$ cat src/rtl/vram_server.sv
// vram_server: slot-locked arbiter for one external 16-bit async SRAM.
// Serves the video controller's paired word fetch in the ALT slot of each
// 8-slot pixel group, and single CPU byte accesses in the fixed CPU slot
// (or in the ALT slot when no video fetch is active for the group).
// All SRAM-facing state advances only on ce_24m (four ticks per slot).
// The only exception is cpu_ack, which is a one clk_sys wide pulse.
module vram_server #(
    parameter logic [2:0] CPU_SLOT = 3'd5,
    parameter logic [2:0] ALT_SLOT = 3'd1
) (
    input  logic        clk_sys,
    input  logic        reset_n,
    input  logic        ce_24m,
    input  logic [2:0]  slot,
    input  logic        fetch,
    input  logic [18:0] vram_addr1,
    input  logic [18:0] vram_addr2,
    output logic [15:0] vram_dout1,
    output logic [15:0] vram_dout2,
    input  logic        cpu_req,
    input  logic        cpu_we,
    input  logic [19:0] cpu_addr,
    input  logic [7:0]  cpu_wdata,
    output logic [7:0]  cpu_rdata,
    output logic        cpu_ack,
    output logic [18:0] sram_addr,
    input  logic [15:0] sram_dq_i,
    output logic [15:0] sram_dq_o,
    output logic        sram_dq_oe,
    output logic        sram_we_n,
    output logic        sram_oe_n,
    output logic        sram_ub_n,
    output logic        sram_lb_n
);

    typedef enum logic [2:0] {
        IDLE   = 3'd0,
        VRD1   = 3'd1,
        VRD2   = 3'd2,
        CPU_RD = 3'd3,
        CPU_WR = 3'd4
    } state_t;

    state_t      state, state_nx;

    // Slot tracking: sub counts ticks spent in the current slot.
    logic [2:0]  slot_q;
    logic [1:0]  sub, sub_nx;
    logic        slot_new;

    // Grant decisions, evaluated only while IDLE on the slot's sub==0 tick.
    logic        grant_video;
    logic        grant_cpu;

    // Datapath registers and their next values.
    logic [18:0] addr2_q, addr2_nx;
    logic [15:0] buf1, buf1_nx;
    logic [15:0] buf2, buf2_nx;
    logic        upd_pend, upd_nx;
    logic        byte_hi, byte_hi_nx;
    logic [15:0] dout1_nx, dout2_nx;
    logic [7:0]  rdata_nx;
    logic [18:0] addr_nx;
    logic [15:0] dq_o_nx;
    logic        dq_oe_nx;
    logic        we_n_nx;
    logic        oe_n_nx;
    logic        ub_n_nx;
    logic        lb_n_nx;
    logic        ack_nx;

    // Tick counter within a slot, saturating so long slots never wrap to 0.
    function automatic logic [1:0] sub_sat_inc(input logic [1:0] v);
        return (v == 2'd3) ? 2'd3 : v + 2'd1;
    endfunction

    // Pick the addressed byte lane out of an SRAM word.
    function automatic logic [7:0] lane_sel(input logic [15:0] word, input logic hi);
        return hi ? word[15:8] : word[7:0];
    endfunction

    // Slot-change detection and grant qualification.
    always_comb begin
        slot_new    = (slot != slot_q);
        sub_nx      = slot_new ? 2'd0 : sub_sat_inc(sub);
        grant_video = (slot == ALT_SLOT) && (sub == 2'd0) && fetch;
        grant_cpu   = (sub == 2'd0) && cpu_req &&
                      ((slot == CPU_SLOT) || ((slot == ALT_SLOT) && !fetch));
    end

    // State register; advances only on access ticks.
    always_ff @(posedge clk_sys or negedge reset_n) begin
        if (!reset_n) begin
            state <= IDLE;
        end else if (ce_24m) begin
            state <= state_nx;
        end
    end

    // Next-state and next-output logic; idle strobe levels are the defaults.
    always_comb begin
        state_nx   = state;
        addr2_nx   = addr2_q;
        buf1_nx    = buf1;
        buf2_nx    = buf2;
        upd_nx     = upd_pend;
        byte_hi_nx = byte_hi;
        dout1_nx   = vram_dout1;
        dout2_nx   = vram_dout2;
        rdata_nx   = cpu_rdata;
        addr_nx    = sram_addr;
        dq_o_nx    = sram_dq_o;
        dq_oe_nx   = 1'b0;
        we_n_nx    = 1'b1;
        oe_n_nx    = 1'b1;
        ub_n_nx    = 1'b1;
        lb_n_nx    = 1'b1;
        ack_nx     = 1'b0;

        // Both video words are published together on the first tick of the
        // slot after the fetch, so the controller never sees a torn pair.
        if (upd_pend && slot_new) begin
            dout1_nx = buf1;
            dout2_nx = buf2;
            upd_nx   = 1'b0;
        end

        case (state)
            IDLE: begin
                if (grant_video) begin
                    state_nx = VRD1;
                    addr_nx  = vram_addr1;
                    addr2_nx = vram_addr2;
                    oe_n_nx  = 1'b0;
                    ub_n_nx  = 1'b0;
                    lb_n_nx  = 1'b0;
                end else if (grant_cpu) begin
                    addr_nx    = cpu_addr[19:1];
                    byte_hi_nx = cpu_addr[0];
                    ub_n_nx    = ~cpu_addr[0];
                    lb_n_nx    = cpu_addr[0];
                    if (cpu_we) begin
                        state_nx = CPU_WR;
                        dq_o_nx  = {cpu_wdata, cpu_wdata};
                        dq_oe_nx = 1'b1;
                        we_n_nx  = 1'b0;
                    end else begin
                        state_nx = CPU_RD;
                        oe_n_nx  = 1'b0;
                    end
                end
            end
            VRD1: begin
                state_nx = VRD2;
                buf1_nx  = sram_dq_i;
                addr_nx  = addr2_q;
                oe_n_nx  = 1'b0;
                ub_n_nx  = 1'b0;
                lb_n_nx  = 1'b0;
            end
            VRD2: begin
                state_nx = IDLE;
                buf2_nx  = sram_dq_i;
                upd_nx   = 1'b1;
            end
            CPU_RD: begin
                state_nx = IDLE;
                rdata_nx = lane_sel(sram_dq_i, byte_hi);
                ack_nx   = 1'b1;
            end
            CPU_WR: begin
                // Data stays driven one tick past the we_n rising edge for hold.
                state_nx = IDLE;
                dq_oe_nx = 1'b1;
                ack_nx   = 1'b1;
            end
            default: begin
                state_nx = IDLE;
            end
        endcase
    end

    // Slot tracking, buffers and SRAM-facing outputs, all on access ticks.
    always_ff @(posedge clk_sys or negedge reset_n) begin
        if (!reset_n) begin
            slot_q     <= 3'd0;
            sub        <= 2'd0;
            addr2_q    <= 19'd0;
            buf1       <= 16'd0;
            buf2       <= 16'd0;
            upd_pend   <= 1'b0;
            byte_hi    <= 1'b0;
            vram_dout1 <= 16'd0;
            vram_dout2 <= 16'd0;
            cpu_rdata  <= 8'd0;
            sram_addr  <= 19'd0;
            sram_dq_o  <= 16'd0;
            sram_dq_oe <= 1'b0;
            sram_we_n  <= 1'b1;
            sram_oe_n  <= 1'b1;
            sram_ub_n  <= 1'b1;
            sram_lb_n  <= 1'b1;
        end else if (ce_24m) begin
            slot_q     <= slot;
            sub        <= sub_nx;
            addr2_q    <= addr2_nx;
            buf1       <= buf1_nx;
            buf2       <= buf2_nx;
            upd_pend   <= upd_nx;
            byte_hi    <= byte_hi_nx;
            vram_dout1 <= dout1_nx;
            vram_dout2 <= dout2_nx;
            cpu_rdata  <= rdata_nx;
            sram_addr  <= addr_nx;
            sram_dq_o  <= dq_o_nx;
            sram_dq_oe <= dq_oe_nx;
            sram_we_n  <= we_n_nx;
            sram_oe_n  <= oe_n_nx;
            sram_ub_n  <= ub_n_nx;
            sram_lb_n  <= lb_n_nx;
        end
    end

    // Completion pulse: set on the finishing tick, cleared on the next clock.
    always_ff @(posedge clk_sys or negedge reset_n) begin
        if (!reset_n) begin
            cpu_ack <= 1'b0;
        end else begin
            cpu_ack <= ce_24m && ack_nx;
        end
    end

endmodule

$ cat config.mk
export PLATFORM = sky130hd
export DESIGN_NAME = vram_server
export DESIGN_NICKNAME = d
export VERILOG_FILES = /design/src/rtl/vram_server.sv
export SDC_FILE = /design/constraint.sdc
export NUM_CORES = 1
export LEC_CHECK = 0
export CAP_MARGIN = 20
export CORE_ASPECT_RATIO = 0.9
export CORE_UTILIZATION = 44
export CTS_BUF_LIST = sky130_fd_sc_hd__clkbuf_8
export DETAILED_ROUTE_END_ITERATION = 8
export GPL_ROUTABILITY_DRIVEN = 0
export GPL_TIMING_DRIVEN = 0
export PLACE_DENSITY = 0.78
export SYNTH_ARGS = -nofsm -noshare
export SYNTH_HDL_FRONTEND = slang
export SYNTH_SLANG_ARGS = --single-unit
$ cat constraint.sdc
create_clock -name clk_sys -period 1.65 [get_ports clk_sys]
set_clock_uncertainty 0.1 [all_clocks]
set_input_delay 0.2475 -clock clk_sys [delete_from_list [all_inputs] [get_ports clk_sys]]
set_output_delay 0.2475 -clock clk_sys [all_outputs]
set_load 0.01 [all_outputs]
==> results.md <==
* Syn_nets at 553
* Slowest CP cell: dfrtp_1
* Fillers at about 900
* Min-Delay Path Class: input port to flip-flop
* # IOs at 172
* Clock latency at the later pin of the worst-skew pair at ~0.44 ns
* Max VDD drop at around 1300 uV
* Final setup violating endpoints at 102
* Crit-path cells: nor4b_4 -> buf_4 -> and3b_1 -> and3_4 -> buf_12 -> mux2_4
* Synthesized area per cell at between 10 and 15 sq um
* Worst Path Required at 1.88 ns
* Die Y at 111.0 um
* Actual slew at the worst max-slew pin at 0.7519 ns
* Number of synthesized flops with an enable pin at 0
* DRT antenna net count at 0
* Initial antenna violation count at 0
* Vias in the first global route at 4700
* RSZ-0062 raised after global routing: true
* Largest net degree at the start of global routing at 81
* Failing checks: negative setup slack
* Final wirelength at approximately 16 mm
* Area share of and/or/nand/nor cells after synthesis at 0.07067
* Reg2reg path depth at 6
* Period utilization at 1.171
* Max-cap violations at 0
* Fin crit period at around 1.9 ns
* Tot GR Track Use at 0.2432
* Largest family of logic cells by synthesized area: multiplexers
* Endpoints failing hold at 0
* Post-DP HPWL at 10.30 mm
* Distinct cells, synth at 40
* WP depth at 6
* CTS tree: done
* Worst-path clk slew at around 0.070 ns
* Synthesized netlist cell count at 462
* PwrDens at 1699 mW/mm^2
* Vias post-DR at 4593
* Final worst slack at -0.2819 ns
* Proportion of layout cells with a drive suffix above 1 at 0.3366
* Crit path max-delay family: simple AND/OR/NAND/NOR gates
* Leading cell type in the layout, fill and taps excluded: dfrtp_1
* Worst setup SP type: flip-flop
* Synth Area in XOR/XNOR at 0.004525
* Mux cell area share after synthesis at 0.2000
* Final net count at roughly 790
* Adder-cell share of the synthesized area at 0
* Syn Std Cell Area at a little under 0.006 sq mm
* CP max stage delay at around 0.4 ns
* CTS Root Cell: clkbuf_8
* Slew margin rel. at 0.4987
* Die area at 0.01366 sq mm
* CTS Sinks at 134
* Core Util, Final at 0.7126
* Pleak at 4.418 nW
* Crit Path Category: flip-flop to flip-flop
* Area growth syn-to-layout at 56.88%
* Die Wd at 123.1 um
* Reg-to-reg slack, setup at -0.28 ns
* Worst EP arrival at 2.17 ns
* Final global-route overflow total at 0
* Fin. max-slew vios at 0
* Critical Path End Type: flip-flop
* Antenna cells at 0
* H-tree levels at 4
* Register area share after synthesis at 0.5783
* Top FF cell, synth: dfrtp_1
* Worst Path Max Fanout at 8
* DR iter-0 viols at 295
* Max Root-Sink Buffers at 2
* Compound-gate portion of the synthesized area at 0.09567
* Commonest non-fill, non-tap cells in the layout: 129 x dfrtp_1, 88 x clkdlybuf4s50_1, 79 x dlygate4sd2_1, 59 x mux2_4, 37 x mux2_2
* PortBufs at 170
* Initial Util at 0.4542
* Crit path buffers/inverters at 2
* DRT Pass-1 Iters at 5
* Vias per cell at 5.273
* Outcome: finished with violations
* Detailed-route DRC error count at 0
* Post-DR wirelength/cell at 18.89 um
* Core area at 0.01278 sq mm
* Synthesized flop and latch total at 134
* CTS Buf Count at 17
* Min-Delay Path Depth at 2
* First-pass GRT wire length at approximately 25 mm
* Ys async rst share at 1.000
* Yosys warning count at 0
* Setup TNS at -14.55 ns
* Fmax at 517.6 MHz
* Row cnt at 39
==> state kept, by name (all words and copies together), names as in the netlist, 2 cells and up <==
register	cells
addr2_q	19
buf1	16
buf2	16
cpu_rdata	8
slot_q	3
sram_addr	19
sram_dq_o	8
state	3
sub	2
vram_dout1	16
vram_dout2	16
==> worst paths after layout <==
kind                                          startpoint                    endpoint
min in group asynchronous                        reset_n  vram_dout1[11]$_DFFE_PN0P_
max in group asynchronous                        reset_n       sram_oe_n$_DFFE_PN1P_
worst min-delay path                              ce_24m          sub[0]$_DFFE_PN0P_
worst max register to register        sub[0]$_DFFE_PN0P_   sram_dq_o[12]$_DFFE_PN0P_
worst max-delay path                  sub[0]$_DFFE_PN0P_   sram_dq_o[12]$_DFFE_PN0P_
worst min register to register  cpu_rdata[7]$_DFFE_PN0P_    cpu_rdata[7]$_DFFE_PN0P_
==> worst register-to-register path: cells and delay by family (launching register included) <==
family                 cells  cell delay, ns
multiplexers               1            0.30
AND/OR/NAND/NOR            3            0.68
buffers and inverters      2            0.32
flip-flops                 1            0.41
==> report_power, final <==
part / leakage, nW / internal, mW / switching [mW]
logic: 2.51 / 3.79 / 2.63
clock network: 0.253 / 2.07 / 1.31
registers: 1.65 / 4.82 / 0.849
==> cell type report <==
cell class / count / area (sq um) / area share
Clock inverter: 12 / 221.5 / 0.02431
Buffer: 37 / 376.6 / 0.04134
Tap cell: 164 / 205.2 / 0.02252
Inverter: 21 / 78.83 / 0.008653
Clock buffer: 20 / 275.3 / 0.03022
Sequential cell: 134 / 3359 / 0.3688
Timing Repair Buffer: 213 / 2092 / 0.2296
Multi-Input combinational cell: 270 / 2501 / 0.2746
==> metal layers <==
metal / wire, um / global-route usage
met5: 0 / 0
met4: 227 / 0.08112
met3: 786 / 0.04990
met2: 8175 / 0.3850
met1: 7266 / 0.3329
==> cell families after synthesis <==
family | after synthesis
and+or+nand+nor | 81
DFF | 134
muxes | 104
xor gates and xnor gates | 3
AOI/OAI and AO/OA | 82
buffers and inverters | 58
==> stage by stage <==
step / area, sq um / power, mW / setup slack, ns / hold slack, ns / instances
after CTS: 8776 / 15.00 / -0.2318 / 0.06705 / 857
after detailed placement: 7855 / 11.59 / -0.7324 / 0.1351 / 797
final: 9110 / 15.48 / -0.2819 / 0.1143 / 871
after global placement: 7826 / 11.35 / -5.354 / 0.3593 / 796
after floorplan: 5919 / 8.696 / -0.1405 / -0.1481 / 462
after global routing: 9110 / 16.28 / -0.3292 / 0.1151 / 871
==> Yosys cell counts (2+ instances only) <==
master,number,area (sq um)
dfstp_2,4,105.1
buf_2,14,70.07
o21ai_0,29,145.1
xnor2_1,3,26.28
nand2_1,15,56.30
buf_6,2,22.52
mux2_2,69,777.0
mux2i_1,8,80.08
o22a_1,3,26.28
a21o_1,4,30.03
a32o_1,19,190.2
nor2b_1,3,18.77
inv_1,21,78.83
nor2_1,40,150.1
nand2b_1,2,12.51
nand3_1,4,20.02
a21oi_1,6,30.03
buf_4,12,90.09
and3_1,3,18.77
mux2_1,27,304.0
dfrtp_1,130,3253
a31oi_1,19,118.9
clkbuf_1,8,30.03
==> repair_timing <==
action | CTS | global route
buffers inserted | 23 | 11
hold buffers | 1 | 0
pin swaps | 12 | 10
gates cloned | 4 | 4
endpoints found under the hold margin | 54 | 0
gates resized for setup | 153 | 63
setup endpoints to repair | 206 | 126
No activity file was read; power rests on OpenSTA's default activity.
